===== src/rtl/pwm_ctrl_pkg.sv =====
// Shared definitions for the PWM fade controller: FSM states, command modes
// and the duty clamp helper.
package pwm_ctrl_pkg;

  typedef enum logic [1:0] {
    ST_IDLE         = 2'b00,
    ST_RAMP         = 2'b01,
    ST_BREATHE_UP   = 2'b10,
    ST_BREATHE_DOWN = 2'b11
  } state_t;

  localparam logic [1:0] MODE_SET     = 2'b00;
  localparam logic [1:0] MODE_RAMP    = 2'b01;
  localparam logic [1:0] MODE_BREATHE = 2'b10;
  localparam logic [1:0] MODE_STOP    = 2'b11;

  // Wide enough for any practical WIDTH; callers cast in and out.
  localparam int CLAMP_W = 64;

  function automatic logic [CLAMP_W-1:0] clamp_duty(input logic [CLAMP_W-1:0] value,
                                                     input logic [CLAMP_W-1:0] limit);
    return (value > limit) ? limit : value;
  endfunction

endpackage


===== src/rtl/pwm_step_timer.sv =====
// Step pacing for the fade controller: counts div clocks per step and holds a
// pending flag until the controller consumes it at a PWM period boundary.
module pwm_step_timer
  import pwm_ctrl_pkg::*;
#(
  parameter int WIDTH    = 32,
  parameter int STEP_DIV = 12500000
) (
  input  logic             clk,
  input  logic             rst_n,
  input  logic             load,
  input  logic [WIDTH-1:0] div,
  input  logic             enable,
  input  logic             consume,
  output logic             step_pending
);

  logic [WIDTH-1:0] cnt_q;
  logic [WIDTH-1:0] div_q;
  logic             pend_q;
  logic             wrap;

  assign wrap         = enable && (cnt_q == div_q - WIDTH'(1));
  assign step_pending = pend_q;

  always_ff @(posedge clk or negedge rst_n) begin
    if (!rst_n) begin
      cnt_q  <= '0;
      div_q  <= WIDTH'(STEP_DIV);
      pend_q <= 1'b0;
    end else if (load) begin
      cnt_q  <= '0;
      div_q  <= div;
      pend_q <= 1'b0;
    end else if (enable) begin
      cnt_q <= wrap ? '0 : cnt_q + WIDTH'(1);
      // A wrap in the same cycle as a consume re-arms the flag.
      if (wrap) begin
        pend_q <= 1'b1;
      end else if (consume) begin
        pend_q <= 1'b0;
      end
    end
  end

endmodule


===== src/rtl/pwm_fade_ctrl.sv =====
// Command sequencer driving a PWM block's duty/period: immediate set, stop,
// boundary-aligned ramp to a target, and continuous breathing.
module pwm_fade_ctrl
  import pwm_ctrl_pkg::*;
#(
  parameter int WIDTH    = 32,
  parameter int PERIOD   = 100,
  parameter int STEP_DIV = 12500000
) (
  input  logic             clk,
  input  logic             rst_n,
  input  logic             cmd_valid,
  output logic             cmd_ready,
  input  logic [1:0]       cmd_mode,
  input  logic [WIDTH-1:0] cmd_target,
  input  logic [WIDTH-1:0] cmd_step_div,
  input  logic             pwm_period_end,
  output logic [WIDTH-1:0] duty_cycle,
  output logic [WIDTH-1:0] period,
  output logic             busy,
  output logic             done
);

  localparam logic [WIDTH-1:0] PERIOD_W = WIDTH'(PERIOD);

  // Handshake: a command transfers on a clk edge where cmd_valid && cmd_ready;
  // cmd_ready is low only while a RAMP is in flight.

  state_t           state_q, state_n;
  logic [WIDTH-1:0] duty_q, duty_n;
  logic [WIDTH-1:0] tgt_q, tgt_n;
  logic             up_q, up_n;
  logic             done_q, done_n;

  logic             accept;
  logic             step;
  logic             step_pending;
  logic [WIDTH-1:0] tgt_c;
  logic [WIDTH-1:0] div_sel;

  assign cmd_ready  = (state_q != ST_RAMP);
  assign busy       = (state_q != ST_IDLE);
  assign done       = done_q;
  assign duty_cycle = duty_q;
  assign period     = PERIOD_W;

  assign accept  = cmd_valid && cmd_ready;
  assign tgt_c   = WIDTH'(clamp_duty(CLAMP_W'(cmd_target), CLAMP_W'(PERIOD)));
  assign div_sel = (cmd_step_div == '0) ? WIDTH'(STEP_DIV) : cmd_step_div;
  // A newly accepted command takes priority over a step due on the same edge.
  assign step    = busy && pwm_period_end && step_pending && !accept;

  pwm_step_timer #(
    .WIDTH    (WIDTH),
    .STEP_DIV (STEP_DIV)
  ) u_step_timer (
    .clk          (clk),
    .rst_n        (rst_n),
    .load         (accept),
    .div          (div_sel),
    .enable       (busy),
    .consume      (step),
    .step_pending (step_pending)
  );

  always_ff @(posedge clk or negedge rst_n) begin
    if (!rst_n) begin
      state_q <= ST_IDLE;
      duty_q  <= '0;
      tgt_q   <= '0;
      up_q    <= 1'b0;
      done_q  <= 1'b0;
    end else begin
      state_q <= state_n;
      duty_q  <= duty_n;
      tgt_q   <= tgt_n;
      up_q    <= up_n;
      done_q  <= done_n;
    end
  end

  always_comb begin
    state_n = state_q;
    duty_n  = duty_q;
    tgt_n   = tgt_q;
    up_n    = up_q;
    done_n  = 1'b0;
    if (accept) begin
      case (cmd_mode)
        MODE_SET: begin
          duty_n  = tgt_c;
          state_n = ST_IDLE;
        end
        MODE_STOP: begin
          duty_n  = '0;
          state_n = ST_IDLE;
        end
        MODE_RAMP: begin
          tgt_n = tgt_c;
          if (tgt_c == duty_q) begin
            state_n = ST_IDLE;
            done_n  = 1'b1;
          end else begin
            state_n = ST_RAMP;
            up_n    = (tgt_c > duty_q);
          end
        end
        default: begin
          state_n = (duty_q == PERIOD_W) ? ST_BREATHE_DOWN : ST_BREATHE_UP;
        end
      endcase
    end else if (step) begin
      case (state_q)
        ST_RAMP: begin
          duty_n = up_q ? duty_q + WIDTH'(1) : duty_q - WIDTH'(1);
          if (duty_n == tgt_q) begin
            state_n = ST_IDLE;
            done_n  = 1'b1;
          end
        end
        ST_BREATHE_UP: begin
          duty_n = duty_q + WIDTH'(1);
          if (duty_n == PERIOD_W) state_n = ST_BREATHE_DOWN;
        end
        ST_BREATHE_DOWN: begin
          duty_n = duty_q - WIDTH'(1);
          if (duty_n == '0) state_n = ST_BREATHE_UP;
        end
        default: ;
      endcase
    end
  end

endmodule


===== config.mk =====
export PLATFORM = sky130hd
export DESIGN_NAME = pwm_fade_ctrl
export DESIGN_NICKNAME = d
export VERILOG_FILES = /design/src/rtl/pwm_ctrl_pkg.sv /design/src/rtl/pwm_step_timer.sv /design/src/rtl/pwm_fade_ctrl.sv
export SDC_FILE = /design/constraint.sdc
export NUM_CORES = 1
export LEC_CHECK = 0
export ABC_AREA = 1
export BUFFER_PORTS_ARGS = -buffer_cell sky130_fd_sc_hd__buf_2
export CAP_MARGIN = 10
export CORE_MARGIN = 5
export CORE_UTILIZATION = 50
export CTS_CLUSTER_SIZE = 8
export DETAILED_ROUTE_END_ITERATION = 16
export PLACE_DENSITY = 0.79
export SLEW_MARGIN = 40
export SYNTH_ARGS = -nofsm -noshare
export SYNTH_HDL_FRONTEND = slang
export SYNTH_SLANG_ARGS = --single-unit
export TNS_END_PERCENT = 50

===== constraint.sdc =====
create_clock -name clk -period 3.19 [get_ports clk]
set_input_delay 0.4785 -clock clk [delete_from_list [all_inputs] [get_ports clk]]
set_output_delay 0.4785 -clock clk [all_outputs]
set_load 0.1 [all_outputs]

==> summary.md <==
| Metric | Value |
|---|---|
| Run status | `finished, final reports clean` |
| Post-route DRC violation count | `0` |
| Async set or reset register ratio after synthesis | `1.00` |
| Post-Layout Cell Count | `2452` |
| Placer Congestion | `1.06` |
| Routed len/inst | `~19 um` |
| Syn. warnings | `0` |
| Resize count post-CTS | `0` |
| Final instance area | `~0.014 sq mm` |
| Worst-Margin Slew | `0.808 ns` |
| Most frequent cells after synthesis | `610 x nand2_1, 244 x nor2_1, 213 x nand3_1` |
| Clock buffer depth | `2` |
| Max Clk Rate | `~330 MHz` |
| Initial Utilization | `0.508` |
| Post-CTS Hold Fix Bufs | `0` |
| CTS Root Cell | `clkbuf_16` |
| Share of the yosys chip area belonging to registers | `0.270` |
| Max cap viols | `0` |
| Placed Cells | `2419` |
| Final design utilization | `0.582` |
| Worst Path Required | `between 3 and 4 ns` |
| Congestion Overflow GR | `0` |
| Iteration-0 DRC Markers | `roughly 1600` |
| I/O Pins | `between 100 and 150` |
| Peak VDD IR | `around 0.8 mV` |
| Worst Path Arrival | `between 3 and 4 ns` |
| Postcts setup bufs | `0` |
| Row count | `between 50 and 60` |
| Max-slew violation count | `0` |
| Worst reg-to-reg setup slack | `around 0.18 ns` |
| Mapped cell area | `between 0.01 and 0.015 sq mm` |
| Gate Count Post-Synth | `just under 2000` |
| Critical R2R Capture | `duty_cycle[15]` |
| Main synth FF type | `dfrtp_1` |
| Pwr Total | `about 0.012 W` |
| #FFs+latches synth | `133` |
| Critical path launch point type | `flip-flop` |
| Routed WL | `between 40 and 50 mm` |
| Worst r2r src | `state_q[0]` |
| Initial antenna violation count | `0` |
| H-tree levels | `4` |
| Antenna viol nets, final | `0` |
| CTS Buf Count | `17` |
| Post-detailed-placement half-perimeter wirelength | `36.4 mm` |
| Area added between synthesis and finish | `14.6%` |
| Worst Setup End Kind | `flip-flop` |
| Crit Path Class | `reg2reg` |
| Clk pwr share | `0.161` |
| Leak | `approximately 7 nW` |
| Clk_lat worst skew | `0.44 ns` |
| Period utilization | `0.945` |
| Dominant cell type by area after synthesis | `dfrtp_1` |
| CP max FO | `between 40 and 50` |
| Gate power share | `0.628` |
| Area after DPL | `0.0136 sq mm` |
| DR pass1 iterations | `6` |
| Crit path time final | `~3.0 ns` |
| Setup TNS | `0 ns` |
| EDFF count, synth | `0` |
| Clk pin slew, worst setup/hold paths | `approximately 0.070 ns` |
| Flop pwr share | `0.211` |
| Core Area | `around 0.024 sq mm` |
| Netlist cell types | `52` |
| Die ar. | `between 0.02 and 0.03 sq mm` |
| Switch Pwr | `~0.007 W` |
| Layout cells sized above 1 | `0.147` |
| Worst hold path type | `in2async` |
| Final hold viol count | `0` |
| Syn avg cell area | `6.31 sq um` |
| Fillers | `approximately 2500` |
| Max_slew headroom | `0.461` |
| Share of the synthesized area in the top cell type | `0.245` |
| Clock sinks | `around 130` |
| TritonCTS clock tree | `done` |
| Die width | `around 170 um` |
| RSZ-0062 raised after global routing | `false` |
| Switching share of power | `0.584` |
| Fin nets | `~2200` |
| First-pass GRT wire length | `just over 70 mm` |
| FF-to-FF path depth | `12` |
| Largest net degree at the start of global routing | `74` |
| Vias | `approximately 14000` |
| Final Setup Violations | `0` |
| Clk_skew | `0.0182 ns` |
| P_int | `a little over 0.005 W` |
| Die H | `167 um` |
| Area contributors post-synth | `dfrtp_1 24%, nand2_1 19%, nand3_1 8.6%` |
| Total GRT Usage | `0.322` |
| Port bufs | `104` |
| Cell Pwr Density | `870 mW/mm^2` |
| Vias in the first global route | `roughly 13000` |
| Count leader, synth | `nand2_1` |
| Via/cell ratio | `5.58` |
==> cell usage in the layout (no fill, tap or decap), drive strengths merged, types with 12 or more instances in the layout <==
cell	n
o22ai	12
dfrtp	121
nand2	618
nor2	270
o21ai	80
dfstp	12
nand4	43
ha	41
nor3	19
clkbuf	17
xor2	53
nor4	18
xnor2	28
a21oi	41
o211ai	14
buf	177
inv	206
nand3	243
conb	57
==> area by class of cell <==
| type | instances | area, sq um | share of cell area |
|---|---|---|---|
| tap | 324 | 405 | 0.0286 |
| clock buffer | 17 | 425 | 0.0300 |
| clock inverter | 15 | 148 | 0.0104 |
| sequential | 133 | 3350 | 0.236 |
| multi-input combinational | 1587 | 7980 | 0.563 |
| inverter | 198 | 743 | 0.0525 |
| antenna | 1 | 2.50 | 0.000177 |
| timing repair buffer | 177 | 1110 | 0.0785 |
==> worst max-delay path, stage by stage, from the launching register on <==
cell and delay [ns]:
dfrtp_1 0.44, inv_1 0.11, ha_1 0.30, inv_1 0.20, nand3_1 0.09, inv_1 0.10, nor2_1 0.08, a21oi_1 0.36
nand2_1 0.29, inv_1 0.30, buf_12 0.27, o311ai_0 0.19, o21ai_0 0.17
==> cells by family (layout without fill, tap and decap cells) <==
family | count (synthesis) | after routing | share of synthesized area
AO/OA/AOI/OAI | 175 | 175 | 0.0819
XOR/XNOR | 81 | 81 | 0.0580
adder cells (fa/ha/maj) | 41 | 41 | 0.0415
buffers and inverters | 295 | 407 | 0.103
flip-flops | 133 | 133 | 0.270
other | 2 | 58 | 0.000607
AND/OR/NAND/NOR | 1233 | 1233 | 0.445
==> metrics by stage <==
step	hold slack [ns]	setup WS, ns
3_5_place_dp	0.480	0.132
6_report	0.0740	0.176
4_1_cts	0.105	0.245
2_1_floorplan	0.183	0.233
3_3_place_gp	0.476	0.267
5_1_grt	0.129	0.00226
==> worst max-delay path by stage <==
stage | from | endpoint | cells after the start
floorplan | duty_cycle[0] | state_q[0] | 18
global placement | cmd_target[15] | state_q[0] | 14
detailed placement | cmd_target[15] | state_q[0] | 14
CTS | duty_cycle[7] | state_q[1] | 17
global route | duty_cycle[0] | state_q[1] | 18
finish | state_q[0] | duty_cycle[15] | 12
==> per-layer routing <==
metal  global-route usage  wire, um  vias to the layer above
met5                    0         0                        -
met4                0.152      2420                        0
met3               0.0497      3880                      159
met2                0.547     21800                      707
met1                0.403     17800                     6244
li1                     -         -                     6584
==> power groups by stage <==
stage | combinational (W) | clock (W) | sequential (W)
after floorplan | 0.00442 | 0 | 0.00337
after global placement | 0.00747 | 0 | 0.00260
final | 0.00773 | 0.00198 | 0.00260
after global routing | 0.00831 | 0.00208 | 0.00264
after CTS | 0.00754 | 0.00199 | 0.00258
after detailed placement | 0.00750 | 0 | 0.00261
==> state kept, by name (all words and copies together), names as in the netlist <==
signal	cells
u_step_timer.div_q	32
up_q	1
tgt_q	32
done	1
u_step_timer.step_pending	1
state_q	2
duty_cycle	32
u_step_timer.cnt_q	32
(Power assumes the default switching activity.)
